<file path="src/rtl/bin2bcd_seq.sv">
`timescale 1ns/1ps
// Sequential binary-to-BCD converter (shift-add-3), one input bit per clock, saturating at 10^DIGITS-1.
// Define BIN2BCD_AUTO_EN for free-running mode (start ignored, a conversion begins on every idle cycle).
module bin2bcd_seq #(
  parameter int WIDTH  = 20,
  parameter int DIGITS = 6
) (
  input  logic                  clk_i,
  input  logic                  reset_i,
  input  logic                  start_i,
  input  logic [WIDTH-1:0]      bin_in_i,
  output logic                  busy_o,
  output logic                  done_o,
  output logic                  overflow_o,
  output logic [4*DIGITS-1:0]   bcd_value_o
);

  localparam int BW = 4 * DIGITS;
  localparam int CW = (WIDTH > 1) ? $clog2(WIDTH) : 1;
  localparam logic [CW-1:0] LAST_PASS = CW'(WIDTH - 1);

  function automatic logic [63:0] max_decimal(input int n);
    logic [63:0] v;
    v = 64'd1;
    for (int i = 0; i < n; i++) begin
      v = v * 64'd10;
    end
    return v - 64'd1;
  endfunction

  function automatic logic [BW-1:0] all_nines();
    logic [BW-1:0] r;
    for (int i = 0; i < DIGITS; i++) begin
      r[4*i +: 4] = 4'h9;
    end
    return r;
  endfunction

  localparam logic [63:0]   MAX_DEC = max_decimal(DIGITS);
  localparam logic [BW-1:0] NINES   = all_nines();

  typedef enum logic [1:0] {
    S_IDLE  = 2'd0,
    S_SHIFT = 2'd1,
    S_DONE  = 2'd2
  } state_t;

  state_t            state_q, state_d;
  logic [WIDTH-1:0]  sr_q, sr_d;
  logic [BW-1:0]     acc_q, acc_d;
  logic [CW-1:0]     cnt_q, cnt_d;
  logic              ovf_pend_q, ovf_pend_d;
  logic              busy_q, busy_d;
  logic              done_q, done_d;
  logic              ovf_q, ovf_d;
  logic [BW-1:0]     bcd_q, bcd_d;

  logic              start_req;
  logic [BW-1:0]     acc_adj;
  logic [BW-1:0]     acc_sh;
  logic [WIDTH-1:0]  sr_sh;

`ifdef BIN2BCD_AUTO_EN
  // Free-running: start has no effect, every idle cycle launches a conversion.
  assign start_req = start_i | 1'b1;
`else
  assign start_req = start_i;
`endif

  // One double-dabble pass: correct every digit >= 5, then shift the next binary bit in.
  always_comb begin
    acc_adj = acc_q;
    for (int i = 0; i < DIGITS; i++) begin
      if (acc_q[4*i +: 4] >= 4'd5) begin
        acc_adj[4*i +: 4] = acc_q[4*i +: 4] + 4'd3;
      end
    end
    acc_sh = {acc_adj[BW-2:0], sr_q[WIDTH-1]};
    sr_sh  = sr_q << 1;
  end

  always_comb begin
    state_d    = state_q;
    sr_d       = sr_q;
    acc_d      = acc_q;
    cnt_d      = cnt_q;
    ovf_pend_d = ovf_pend_q;
    bcd_d      = bcd_q;
    ovf_d      = ovf_q;
    case (state_q)
      S_IDLE: begin
        if (start_req) begin
          sr_d       = bin_in_i;
          acc_d      = '0;
          cnt_d      = '0;
          ovf_pend_d = (64'(bin_in_i) > MAX_DEC);
          state_d    = S_SHIFT;
        end
      end
      S_SHIFT: begin
        sr_d  = sr_sh;
        acc_d = acc_sh;
        cnt_d = cnt_q + CW'(1);
        // Result is published on the edge entering DONE so it coincides with the done pulse.
        if (cnt_q == LAST_PASS) begin
          state_d = S_DONE;
          bcd_d   = ovf_pend_q ? NINES : acc_sh;
          ovf_d   = ovf_pend_q;
        end
      end
      S_DONE: begin
        state_d = S_IDLE;
      end
      default: begin
        state_d = S_IDLE;
      end
    endcase
    busy_d = (state_d != S_IDLE);
    done_d = (state_d == S_DONE);
  end

  always_ff @(posedge clk_i) begin
    if (reset_i) begin
      state_q    <= S_IDLE;
      sr_q       <= '0;
      acc_q      <= '0;
      cnt_q      <= '0;
      ovf_pend_q <= 1'b0;
      busy_q     <= 1'b0;
      done_q     <= 1'b0;
      ovf_q      <= 1'b0;
      bcd_q      <= '0;
    end else begin
      state_q    <= state_d;
      sr_q       <= sr_d;
      acc_q      <= acc_d;
      cnt_q      <= cnt_d;
      ovf_pend_q <= ovf_pend_d;
      busy_q     <= busy_d;
      done_q     <= done_d;
      ovf_q      <= ovf_d;
      bcd_q      <= bcd_d;
    end
  end

  assign busy_o      = busy_q;
  assign done_o      = done_q;
  assign overflow_o  = ovf_q;
  assign bcd_value_o = bcd_q;

endmodule

</file>
<file path="config.mk">
export PLATFORM = sky130hd
export DESIGN_NAME = bin2bcd_seq
export DESIGN_NICKNAME = d
export VERILOG_FILES = /design/src/rtl/bin2bcd_seq.sv
export SDC_FILE = /design/constraint.sdc
export NUM_CORES = 1
export LEC_CHECK = 0
export BUFFER_PORTS_ARGS = -buffer_cell sky130_fd_sc_hd__buf_2
export CORE_UTILIZATION = 52
export CTS_BUF_LIST = sky130_fd_sc_hd__clkbuf_8
export DETAILED_ROUTE_END_ITERATION = 12
export PLACE_DENSITY_LB_ADDON = 0.2
export SLEW_MARGIN = 20
export SYNTH_ARGS = -nofsm -noshare
export SYNTH_HDL_FRONTEND = slang
export SYNTH_SLANG_ARGS = --single-unit
</file>
<file path="constraint.sdc">
create_clock -name clk_i -period 1.87 [get_ports clk_i]
set_input_delay 0.374 -clock clk_i [delete_from_list [all_inputs] [get_ports clk_i]]
set_output_delay 0.374 -clock clk_i [all_outputs]
set_load 0.01 [all_outputs]
</file>
==> summary.md, run 1 <==
| Metric | Value |
|---|---|
| Crit end category | register |
| CTS H-tree lvls | 3 |
| Commonest non-fill, non-tap cell in the layout | dfxtp_1 |
| Crit Path Category | reg -> reg |
| Share of layout cells above drive strength 1 | between 20% and 30% |
| Initial antenna violation count | 0 |
| Tcrit/Tclk final | around nine tenths |
| Post-synthesis net count | 415 |
| Vias/cell | 5.87 |
| Drt wl/cell | approximately 15 um |
| Post-CTS sizing | 0 |
| Power per cell area | 809 nW/um2 |
| Nets@finish | around 470 |
| Crit Path Max Fanout | 12 |
| I/O Buffers | between 40 and 50 |
| Initial Util | 54.5% |
| Post-synth cell types | 37 |
| DRC violations left | 5 |
| Worst path required time | 2.16 ns |
| GRT Total Usage | around a quarter |
| Worst VDD drop | 0.000674 V |
| # setup viols final | 0 |
| Area leader, netlist | dfxtp_1 |
| Area Growth Syn to Fin | 16.7% |
| Cell count after synthesis | 379 |
| Post-CTS setup buffer count | 0 |
| Vias in the first global route | approximately 2,900 |
| Placer Congestion | just under 0.8 |
| Row cnt | 29 |
| Syn_area_per_cell | roughly 9.2 um2 |
| Seq/Total Area, Yosys | between 40% and 50% |
| Worst path cell trace | nand2b_1, nor2_1, a22o_1 |
| DIE HEIGHT | between 80 and 90 um |
| RSZ-0062 raised after global routing | no |
| Slowest CP cell | nor2_1 |
| Hold WS | 0.266 ns |
| Clock-pin slew on the worst setup and hold paths | around 0.070 ns |
| Max-slew violations | 0 |
| Root Driver | clkbuf_8 |
| Worst clock skew | around 0.011 ns |
| Fillers | roughly 550 |
| Die area | 7060 um2 |
| TritonCTS buffer count | 9 |
| Detailed Routing Iterations Pass 1 | 9 |
| IO Pins | 50 |
| CTS max path bufs | 2 |
| Final wirelength | 7.96 mm |
| Overflow after GRT | 0 |
| Antenna diode count | 0 |
| Final Hold Fails | 0 |
| Failing checks | DRC |
| Tightest Pin Transition | roughly 0.93 ns |
| Total number of vias | 3,016 |
| Most frequent cells in the layout | 79 x dfxtp_1, 49 x buf_2, 31 x nor2_1, 30 x o21ai_0, 28 x a21oi_1 |
| Clock latency on the worst-skew pair | roughly 0.35 ns |
| Register cell area after layout | between 1500 and 2000 um2 |
| Synthesis warning total | 0 |
| Minimum clock period | 1.66 ns |
| Die X | around 84 um |
| Min-Delay Path Class | in -> reg |
| Largest net degree at the start of global routing | 23 |
| Final ANT Viol Nets | 0 |
| First-pass GRT wire length | 13.6 mm |
| Placeable Area | between 6000 and 7000 um2 |
| CP peak stage delay | 0.75 ns |
| Top cell type's share of synthesized area | a little under half |
| Synthesized area | 3500 um2 |
| Worst setup SP type | register |
| F_max | ~0.6 GHz |
| Clock sink total | about 80 |
| Status | finished with violations |
| Worst Path Arrival | roughly 2.0 ns |
| Pleak | 1.70 nW |
| Slew headroom | between 30% and 40% |
| Max-Cap Viols | 0 |
| Area of the multi-input gates | 1710 um2 |
| DP Wirelength | roughly 5.4 mm |
| Top post-synthesis cells by area | dfxtp_1 45%, ha_1 4.6%, o21ai_0 4.3% |
| Seq cells post-synth | 79 |
| DR iter-0 viols | around 260 |
| Cts hold-fix bufs | 0 |
| CTS tree | done |
| Fin Setup TNS | 0 ns |
Yosys cell counts:
cell,n
a22o_1,12
nor2b_1,1
clkbuf_1,10
nand2_1,11
xnor2_1,6
o2bb2ai_1,5
inv_1,24
nand3_1,2
a21oi_1,28
mux2_2,2
nand4_1,3
dfxtp_1,79
nor3b_1,13
a221oi_1,10
nor4_2,1
ha_1,13
inv_2,1
buf_1,1
nand3b_1,8
a211oi_1,1
buf_2,13
o21ai_0,30
o31ai_1,1
nor3_1,12
nor2_1,31
nor2_2,1
o211a_1,1
a32o_1,12
o21ai_1,4
o22ai_1,2
o221a_2,9
buf_4,1
a22oi_1,9
mux2i_1,6
nand4bb_1,1
and4bb_2,1
nand2b_1,14
sequential cells by signal (all words and copies together) (netlist names):
| name | flops |
|---|---|
| acc_q | 24 |
| bcd_value_o | 24 |
| busy_o | 1 |
| cnt_q | 5 |
| done_o | 1 |
| overflow_o | 1 |
| ovf_pend_q | 1 |
| sr_q | 20 |
| state_q | 2 |
routing by layer:
layer | part of all wire, % | wire length (um) | track usage, % | vias up
met1 | 48 | 3790 | 33.0 | 1441
met3 | 5.4 | 431 | 4.06 | 10
met4 | 1.2 | 98 | 11.3 | 0
met5 | 0 | 0 | 0 | -
li1 | - | - | - | 1489
met2 | 46 | 3650 | 37.9 | 76
where the power goes:
part / switching, W / internal (W) / total (W) / leakage [nW]
Sequential: 0.0000208 / 0.00173 / 0.00175 / 0.642
Combinational: 0.000143 / 0.000102 / 0.000245 / 0.943
Clock: 0.000595 / 0.000717 / 0.00131 / 0.114
cells by family (layout without fill, tap and decap cells):
kind of cell	Yosys count	after routing	synth area share [%]
buffers and inverters	50	108	5.93
xor gates and xnor gates	6	6	1.50
DFF	79	79	45.2
adders and majority gates	13	13	4.65
AOI/OAI and AO/OA	124	124	24.9
muxes	8	8	2.36
and+or+nand+nor	99	99	15.4
stage by stage:
step / total power [W] / cells / setup slack [ns] / utilization [%] / area (um2)
4_1_cts: 0.00333 / 514 / 0.238 / 63.6 / 4090
3_3_place_gp: 0.00202 / 498 / 0.252 / 60.4 / 3880
3_5_place_dp: 0.00203 / 498 / 0.236 / 60.4 / 3880
2_1_floorplan: 0.00195 / 379 / 0.455 / - / 3500
6_report: 0.00330 / 514 / 0.207 / 63.6 / 4090
5_1_grt: 0.00343 / 514 / 0.0927 / 63.6 / 4090
worst paths after layout:
check                                from                       to  slack [ns]  cells past startpoint
setup / recovery    state_q[1]$_SDFF_PP0_   acc_q[21]$_SDFFE_PP0P_        0.21                      3
hold / removal                bin_in_i[0]     sr_q[0]$_SDFFE_PP0P_        0.27                      3
setup reg to reg    state_q[1]$_SDFF_PP0_   acc_q[21]$_SDFFE_PP0P_        0.21                      3
hold reg to reg   overflow_o$_SDFFE_PP0P_  overflow_o$_SDFFE_PP0P_        0.46                      2
layout make-up:
cell class / instances / area share (%)
Timing Repair Buffer: 67 / 9.62
Multi-Input combinational cell: 250 / 41.9
Clock buffer: 12 / 4.04
Tap cell: 77 / 2.36
Clock inverter: 4 / 1.07
Sequential cell: 79 / 38.7
Inverter: 25 / 2.30
critical path: cells and delay by family (launching register included):
kind / cells / cell delay [ns]
AND/OR/NAND/NOR: 2 / 1.00
flip-flops: 1 / 0.36
AO/OA/AOI/OAI: 1 / 0.24
Note: power is estimated with default switching activity, not from simulation.
==> inputs of run 2 (changes only) <==
--- a/config.mk
+++ b/config.mk
@@ -6,9 +6,12 @@
 export NUM_CORES = 1
 export LEC_CHECK = 0
 export BUFFER_PORTS_ARGS = -buffer_cell sky130_fd_sc_hd__buf_2
-export CORE_UTILIZATION = 52
+export CELL_PAD_IN_SITES_DETAIL_PLACEMENT = 0
+export CELL_PAD_IN_SITES_GLOBAL_PLACEMENT = 1
+export CORE_UTILIZATION = 45
 export CTS_BUF_LIST = sky130_fd_sc_hd__clkbuf_8
 export DETAILED_ROUTE_END_ITERATION = 12
+export HOLD_SLACK_MARGIN = 0.05
 export PLACE_DENSITY_LB_ADDON = 0.2
 export SLEW_MARGIN = 20
 export SYNTH_ARGS = -nofsm -noshare
==> run 2 against run 1 <==
Sequential cell count stayed put. Routed wire length rose by 1.0%. Non-clock buffer count shrank 2. Clock power increased by 11%. Sequential power about the same. Clock-buffer cell count down 3. Global-route usage decreased by 3.9 points. Highest routed layer unchanged. Register-to-register slack barely moved. Clock skew shrank 0.0062 ns. The flow now finishes without violations. Sequential share of layout area fell by 0.28 points.
==> summary.md, run 2 (synthesis gave the netlist of run 1 again) <==
| Metric | Value |
|---|---|
| Minimum clock period | 1.66 ns (+0.000992 ns) |
| Area Growth Syn to Fin | 17.5% |
| Hold Path Cell Cnt | 3 (unchanged) |
| Overflow after GRT | 0 (unchanged) |
| Power per cell area | 838 nW/um2 (+3.6%) |
| Min-Delay Path Class | in -> reg |
| Cts hold-fix bufs | 0 (unchanged) |
| Worst VDD drop | 0.000426 V (-37%) |
| RSZ-0062 raised after global routing | no |
| Worst Path Arrival | 1.95 ns (about the same) |
| Row cnt | 31 (+6.9%) |
| R2R depth | 3 (unchanged) |
| Vias/cell | 5.51 (-6.0%) |
| Commonest non-fill, non-tap cell in the layout | dfxtp_1 |
| CTS H-tree lvls | 3 (unchanged) |
| Fillers | 683 (+24%) |
| Share of layout cells above drive strength 1 | 21.4% (-0.77 points) |
| GRT Total Usage | 20.5% (-3.9 points) |
| Placer Congestion | 0.767 (-3.6%) |
| Clock sink total | 79 (unchanged) |
| RR Startpoint | state_q[1]$_SDFF_PP0_ |
| Most frequent cells in the layout | 79 x dfxtp_1, 49 x buf_2, 31 x nor2_1, 30 x o21ai_0, 28 x a21oi_1 |
| Drt wl/cell | 15.1 um (-2.6%) |
| Post-CTS sizing | 0 (unchanged) |
| Tightest Pin Transition | 0.877 ns (-0.0569 ns) |
| Critical Path Start | state_q[1]$_SDFF_PP0_ |
| Nets@finish | 466 (-0.43%) |
| First-pass GRT wire length | 13.4 mm (-1.1%) |
| DR iter-0 viols | 155 (-40%) |
| Fin Setup TNS | 0 ns (unchanged) |
| Hold Path Origin | bin_in_i[0] |
| Final wirelength | 8.05 mm (+1.0%) |
| Post-CTS setup buffer count | 0 (unchanged) |
| Crit Path Category | reg -> reg |
| Tcrit/Tclk final | 89.0% (about the same) |
| Met3 wire len | 335 um (-22%) |
| Initial Util | 47.5% (-7.0 points) |
| Initial antenna violation count | 0 (unchanged) |
| DP Wirelength | 5.38 mm (-0.28%) |
| F_max | 0.601 GHz (about the same) |
| Pleak | 1.70 nW (-0.18%) |
| Die area | 8140 um2 (+15%) |
| CTS max path bufs | 2 (unchanged) |
| Clock latency on the worst-skew pair | 0.35 ns (about the same) |
| Slew headroom | 41.3% (+3.8 points) |
| Max-slew violations | 0 (unchanged) |
| Placeable Area | 7370 um2 (+15%) |
| Post-route cell area | 4120 um2 (+0.74%) |
| Clock-pin slew on the worst setup and hold paths | 0.08 ns (about the same) |
| Placed inst area | 3890 um2 (+0.32%) |
| Worst path required time | 2.16 ns (about the same) |
| WL met1 | 3.91 mm (+3.2%) |
| DIE HEIGHT | 90.2 um (+7.3%) |
| Detailed Routing Iterations Pass 1 | 4 (-5) |
| I/O Buffers | 49 (unchanged) |
| Die X | 90.2 um (+7.3%) |
| DRC violations left | 0 (-5) |
| Vias in the first global route | 2,857 (-0.56%) |
| CTS tree | done |
| TritonCTS buffer count | 9 (unchanged) |
| Crit Path Max Fanout | 12 (unchanged) |
| Antenna diode count | 0 (unchanged) |
| Worst setup SP type | register |
| Total number of vias | 2,939 (-2.6%) |
| Largest net degree at the start of global routing | 27 (+17%) |
| Crit end category | register |
| Max-Cap Viols | 0 (unchanged) |
| Final Hold Fails | 0 (unchanged) |
| Met2 WL | 3.76 mm (+3.1%) |
| Status | complete, no violations |
| Final ANT Viol Nets | 0 (unchanged) |
| Root Driver | clkbuf_8 |
| # setup viols final | 0 (unchanged) |
| IO Pins | 50 (unchanged) |
| Top Layer Used | met4 |
| Worst clock skew | 0.00454 ns (-0.00618 ns) |
## run 2: cell count changes in the layout (fill, tap and decap cells not counted)
cell / before / now
clkbuf_8: 12 / 9
inv_1: 25 / 26
bufinv_16: 1 / 3
buf_4: 17 / 15
clkinv_2: 2 / 1
## run 2: stage by stage
stage          total power, W  util [%]  instances  hold WS [ns]  setup slack [ns]
6_report              0.00345      55.8        533         0.262             0.206
5_1_grt               0.00358      55.8        533         0.276            0.0906
4_1_cts               0.00349      55.8        533         0.253             0.235
3_5_place_dp          0.00203      52.8        518         0.453             0.227
3_3_place_gp          0.00202      52.8        518         0.446             0.250
2_1_floorplan         0.00195         -        379         0.446             0.455
## run 2: final timing paths
kind / endpoint / slack [ns]
max: acc_q[22]$_SDFFE_PP0P_ / 0.21
min: sr_q[0]$_SDFFE_PP0P_ / 0.26
max reg2reg: acc_q[22]$_SDFFE_PP0P_ / 0.21
min reg2reg: overflow_o$_SDFFE_PP0P_ / 0.47
## run 2: cell type report
cell class                 instances  area, um2  area share (%)
clock buffer                       9        124            3.01
multi-input combinational        250       1710            41.6
sequential                        79       1580            38.4
inverter                          25       93.8            2.28
clock inverter                     6        103            2.49
tap                               99        124            3.01
timing repair buffer              65        378            9.18
## run 2: worst max-delay path, cell delays in order (launching register included)
cell	delay [ns]
dfxtp_1	0.38
nand2b_1	0.27
nor2_1	0.71
a22o_1	0.24
## run 2: where the power goes
part	leakage (nW)	internal (W)	switching, W	total (W)
combinational	0.931	0.0000985	0.000144	0.000243
sequential	0.642	0.00173	0.0000205	0.00175
clock	0.122	0.000868	0.000592	0.00146
## run 2: routing by layer
layer  vias to the layer above  global-route usage (%)
li1                       1482                       -
met1                      1394                    27.3
met2                        59                    33.0
met3                         4                    4.31
met4                         0                    6.72
met5                         -                       0
